$ cat config.mk
export PLATFORM = sky130hd
export DESIGN_NAME = key_track_gen
export DESIGN_NICKNAME = d
export VERILOG_FILES = /design/src/rtl/key_track_gen.sv
export SDC_FILE = /design/constraint.sdc
export NUM_CORES = 1
export LEC_CHECK = 0
export BUFFER_PORTS_ARGS = -buffer_cell sky130_fd_sc_hd__buf_4
export CELL_PAD_IN_SITES_DETAIL_PLACEMENT = 0
export CELL_PAD_IN_SITES_GLOBAL_PLACEMENT = 1
export CORE_MARGIN = 2
export CORE_UTILIZATION = 51
export DETAILED_ROUTE_END_ITERATION = 10
export PLACE_DENSITY = 0.88
export SLEW_MARGIN = 20
export SYNTH_ARGS = -nofsm -noshare
export SYNTH_HDL_FRONTEND = slang
export SYNTH_SLANG_ARGS = --single-unit
$ cat constraint.sdc
create_clock -name Clk -period 5.2 [get_ports Clk]
set_clock_uncertainty 0.05 [all_clocks]
set_input_delay 0.52 -clock Clk [delete_from_list [all_inputs] [get_ports Clk]]
set_output_delay 0.52 -clock Clk [all_outputs]
set_load 0.01 [all_outputs]
$ cat src/rtl/key_track_gen.sv
// rtl/key_track_gen.sv - HID keycodes to per-lane keyTrack/key_press, sampled once per video frame
//
// Purpose:
//   Matches four registered HID keycode slots against eight lane keycodes.
//   The lane state is updated once per synchronised frame_clk rising edge,
//   and each lane's highlight is stretched by HOLD_FRAMES frames after release.
// Ports:
//   Clk            system clock
//   Reset_n        asynchronous active-low reset
//   frame_clk      frame clock (vsync derived), asynchronous to Clk
//   keycode_valid  capture strobe for keycode0..3
//   keycode0..3    HID keycode slots (8'h00 = empty)
//   keyTrack       per-lane highlight level (registered)
//   key_press      per-lane one-cycle pulse on a newly pressed key
//   frame_tick     one-cycle pulse per synchronised frame_clk rising edge
// Optional build macro:
//   ROLLOVER_REJECT_EN - discard a tick while any slot holds 8'h01 (ErrorRollOver)
module key_track_gen #(
    parameter logic [7:0] KEY7        = 8'h04,
    parameter logic [7:0] KEY6        = 8'h16,
    parameter logic [7:0] KEY5        = 8'h07,
    parameter logic [7:0] KEY4        = 8'h09,
    parameter logic [7:0] KEY3        = 8'h0D,
    parameter logic [7:0] KEY2        = 8'h0E,
    parameter logic [7:0] KEY1        = 8'h0F,
    parameter logic [7:0] KEY0        = 8'h33,
    parameter int         HOLD_FRAMES = 3
) (
    input  logic       Clk,
    input  logic       Reset_n,
    input  logic       frame_clk,
    input  logic       keycode_valid,
    input  logic [7:0] keycode0,
    input  logic [7:0] keycode1,
    input  logic [7:0] keycode2,
    input  logic [7:0] keycode3,
    output logic [7:0] keyTrack,
    output logic [7:0] key_press,
    output logic       frame_tick
);

    localparam logic [7:0] HOLD_CNT = 8'(HOLD_FRAMES);
    localparam logic [7:0] LANE_KEY [8] = '{KEY0, KEY1, KEY2, KEY3, KEY4, KEY5, KEY6, KEY7};

    logic [7:0] kc0_q, kc1_q, kc2_q, kc3_q;
    logic       fsync1_q, fsync2_q, fedge_q, frame_tick_q;
    logic [7:0] prev_q, prev_d;
    logic [7:0] cnt_q [8];
    logic [7:0] cnt_d [8];
    logic [7:0] keytrack_q, keytrack_d;
    logic [7:0] key_press_q, key_press_d;
    logic [7:0] cur;
    logic       reject;

    // Empty slots (8'h00) never match, even if a lane is configured as 8'h00.
    always_comb begin
        for (int i = 0; i < 8; i++) begin
            cur[i] = ((kc0_q == LANE_KEY[i]) && (kc0_q != 8'h00)) ||
                     ((kc1_q == LANE_KEY[i]) && (kc1_q != 8'h00)) ||
                     ((kc2_q == LANE_KEY[i]) && (kc2_q != 8'h00)) ||
                     ((kc3_q == LANE_KEY[i]) && (kc3_q != 8'h00));
        end
    end

`ifdef ROLLOVER_REJECT_EN
    assign reject = (kc0_q == 8'h01) || (kc1_q == 8'h01) ||
                    (kc2_q == 8'h01) || (kc3_q == 8'h01);
`else
    assign reject = 1'b0;
`endif

    // Lane state moves only on a tick; key_press is forced low on every other cycle.
    always_comb begin
        prev_d      = prev_q;
        keytrack_d  = keytrack_q;
        key_press_d = 8'h00;
        for (int i = 0; i < 8; i++) begin
            cnt_d[i] = cnt_q[i];
        end
        if (frame_tick_q && !reject) begin
            key_press_d = cur & ~prev_q;
            prev_d      = cur;
            for (int i = 0; i < 8; i++) begin
                // Pre-update counter decides the level, giving HOLD_FRAMES extra ticks.
                keytrack_d[i] = cur[i] | (cnt_q[i] != 8'h00);
                if (cur[i]) begin
                    cnt_d[i] = HOLD_CNT;
                end else if (cnt_q[i] != 8'h00) begin
                    cnt_d[i] = cnt_q[i] - 8'h01;
                end
            end
        end
    end

    always_ff @(posedge Clk or negedge Reset_n) begin
        if (!Reset_n) begin
            kc0_q        <= 8'h00;
            kc1_q        <= 8'h00;
            kc2_q        <= 8'h00;
            kc3_q        <= 8'h00;
            fsync1_q     <= 1'b0;
            fsync2_q     <= 1'b0;
            fedge_q      <= 1'b0;
            frame_tick_q <= 1'b0;
            prev_q       <= 8'h00;
            keytrack_q   <= 8'h00;
            key_press_q  <= 8'h00;
            for (int i = 0; i < 8; i++) begin
                cnt_q[i] <= 8'h00;
            end
        end else begin
            if (keycode_valid) begin
                kc0_q <= keycode0;
                kc1_q <= keycode1;
                kc2_q <= keycode2;
                kc3_q <= keycode3;
            end
            fsync1_q     <= frame_clk;
            fsync2_q     <= fsync1_q;
            fedge_q      <= fsync2_q;
            frame_tick_q <= fsync2_q & ~fedge_q;
            prev_q       <= prev_d;
            keytrack_q   <= keytrack_d;
            key_press_q  <= key_press_d;
            for (int i = 0; i < 8; i++) begin
                cnt_q[i] <= cnt_d[i];
            end
        end
    end

    assign keyTrack   = keytrack_q;
    assign key_press  = key_press_q;
    assign frame_tick = frame_tick_q;

endmodule

==> run metrics <==
fillcell total 1045; # DRC 0; dpl cells 831; fraction of layout cells with a size suffix above 1 20.3%; power share of the combinational group 23.1%; nets 733; Crit. End Element primary output; global route overflow 0; I/O pins 53; sequential share of power 42.4%; CP Launch Type flip-flop; fin crit share 42.8%; r2r startpoint cnt_q[56]; Via Count 5017; Critical Path Most Common Cell buf_4; RSZ-0062 raised after global routing false; Final ANT Viol Nets 0; outcome finished, final reports clean; CTS max path bufs 2; RePlAce Congestion 0.860; DP Wirelength 9080 um; Least-Margin Pin Slew 0.785 ns; Critical Path Max Stage Delay 0.62 ns; TritonCTS buffer count 17; EDFF count, synth 0; Die Ht 116 um; Setup violations, final 0; worst hold path class input pin to async pin; VDD IR-drop max 0.000333 V; first-pass GRT wire length 22700 um; n_diodes 0; hold_buf cts 0; num rows 40; pins over their slew limit 0; Core Box Area 12100 um^2; sw frac 31.5%; setup tns final 0 ns; Leak 3.20 nW; vias per inst 5.81; Max Cap Viol 0; Final min period 2.23 ns; Post-CTS Setup Inserts 0; CP max stage cell buf_4; Post-Syn Area 6360 um^2; Die ar. 13400 um^2; P&R area growth vs syn 18.2%; Crit Path Max Fanout 69; area post-placement 6890 um^2; CTS tree yes; relative slew slack 47.7%; initial drt markers 325; drt total wl 13500 um; Yosys warnings 0; Critical Path Start frame_tick; Sw Pwr 1.12 mW; Root Buffer clkbuf_16; worst path cell trace buf_4 -> buf_4; Arr. time, crit path 1.66 ns; Setup CP Type flip-flop to primary output; commonest non-fill, non-tap cell in the layout dfrtp_1; Synth Instances 627; post_cts resized 0; P_int 2.45 mW; width of the die 116 um; internal reg-to-reg setup slack 3.11 ns; Syn Nets 678; Worst-Skew Late Latency 0.41 ns; initial antenna violation count 0; Power Density 475 nW/um^2; Clk pin slew, worst setup/hold paths 0.05 ns; Pre-antenna DRT Iters 4; Syn Area/Cell 10.1 um^2; fin area 7520 um^2; non-filler cells, final 863; required time of the critical path 4.63 ns; WHS 0.106 ns; reg2reg path depth 6; Sinks on Clock Net 124; top_reg_cell synth dfrtp_1; FMAX 0.449 GHz; vias in the first global route 4991; CP endpoint frame_tick; GR Util All Layers 21.5%; Crit Reg-Reg Endpoint cnt_q[61]; sequential-to-total area share from yosys stat 48.8%; overall power after layout 3.57 mW; clock share of power 34.5%; largest net degree at the start of global routing 83; most frequent cells in the layout 123 x dfrtp_1, 77 x nor2_1, 53 x buf_4, 50 x nand2_1, 32 x mux2_2; async set or reset register ratio after synthesis 100%; Initial Util 52.5%; Final Hold Viols 0; PortBufs 52; H-tree depth 4; Avg WL per Cell 15.6 um; number of synthesized register bits 124; post-synthesis cell type count 66
worst max-delay path: cells and delay by family (launching register included):
kind | cells | cell delay [ns]
buffers and inverters | 2 | 0.86
DFF | 1 | 0.36
kinds of logic (layout without fill, tap and decap cells):
group | after synthesis | count (layout) | share of synthesized area, %
adder cells (fa/ha/maj) | 15 | 15 | 2.95
AND/OR/NAND/NOR | 274 | 274 | 23.7
multiplexers | 33 | 33 | 5.82
AO/OA/AOI/OAI | 121 | 121 | 13.9
XOR/XNOR | 13 | 13 | 1.79
buffers and inverters | 47 | 115 | 3.09
flip-flops | 124 | 124 | 48.8
layer usage:
metal / global-route usage [%] / up-vias / wire [um]
li1: - / 2415 / -
met3: 6.38 / 12 / 596
met5: 0 / - / 0
met4: 7.78 / 0 / 170
met1: 26.1 / 2488 / 6000
met2: 36.7 / 102 / 6720
power groups by stage:
stage	combinational, mW	sequential [mW]	clock, mW
2_1_floorplan	0.646	1.45	0
3_3_place_gp	0.791	1.51	0
5_1_grt	0.940	1.56	1.30
6_report	0.826	1.52	1.23
4_1_cts	0.833	1.51	1.25
3_5_place_dp	0.826	1.52	0
registers in the layout, summed over array words and instances, names as in the netlist:
name	count
cnt_q	64
kc0_q	8
kc1_q	8
kc2_q	8
kc3_q	8
keyTrack	8
key_press	8
prev_q	8
fedge_q	1
frame_tick	1
fsync1_q	1
fsync2_q	1
synthesized netlist by cell type, drive strengths merged, types with 9 or more instances:
master	number	share of area, %
nand2	50	2.9
nor3	20	1.6
mux2	32	5.7
nor4b	11	1.5
dfrtp	124	49
nor2b	10	0.98
a31oi	22	2.2
nor2	78	4.6
ha	15	2.9
a21oi	9	0.71
nand2b	11	1.3
nand4	15	1.6
o21ai	29	2.3
nor4	13	1.3
clkbuf	9	0.53
inv	29	1.7
buf	9	0.85
nand3	14	1.1
xnor2	11	1.5
o211ai	14	1.7
stage by stage:
stage | setup WS, ns | util (%)
finish | 2.97 | 62.1
CTS | 2.96 | 62.1
detailed placement | 3.13 | 56.9
global route | 2.88 | 62.1
floorplan | 3.30 | -
global placement | 3.19 | 56.9
worst min path at each step:
| stage | start | endpoint | slack (ns) | depth (start not counted) |
|---|---|---|---|---|
| finish | Reset_n | cnt_q[52] | 0.11 | 1 |
| global route | frame_clk | fsync1_q | 0.15 | 1 |
| CTS | frame_clk | fsync1_q | 0.15 | 1 |
| detailed placement | fsync1_q | fsync2_q | 0.29 | 0 |
| global placement | fsync1_q | fsync2_q | 0.29 | 0 |
| floorplan | Reset_n | cnt_q[0] | 0.17 | 0 |
area by class of cell:
type                       count  area, um^2  area share [%]
clock buffer                  26         519            6.90
clock inverter                 6         105            1.40
inverter                      29         109            1.45
multi-input combinational    456        3060            40.7
sequential                   124        3100            41.3
tap                          168         210            2.79
timing repair buffer          54         409            5.44
No activity file was read; power rests on OpenSTA's default activity.
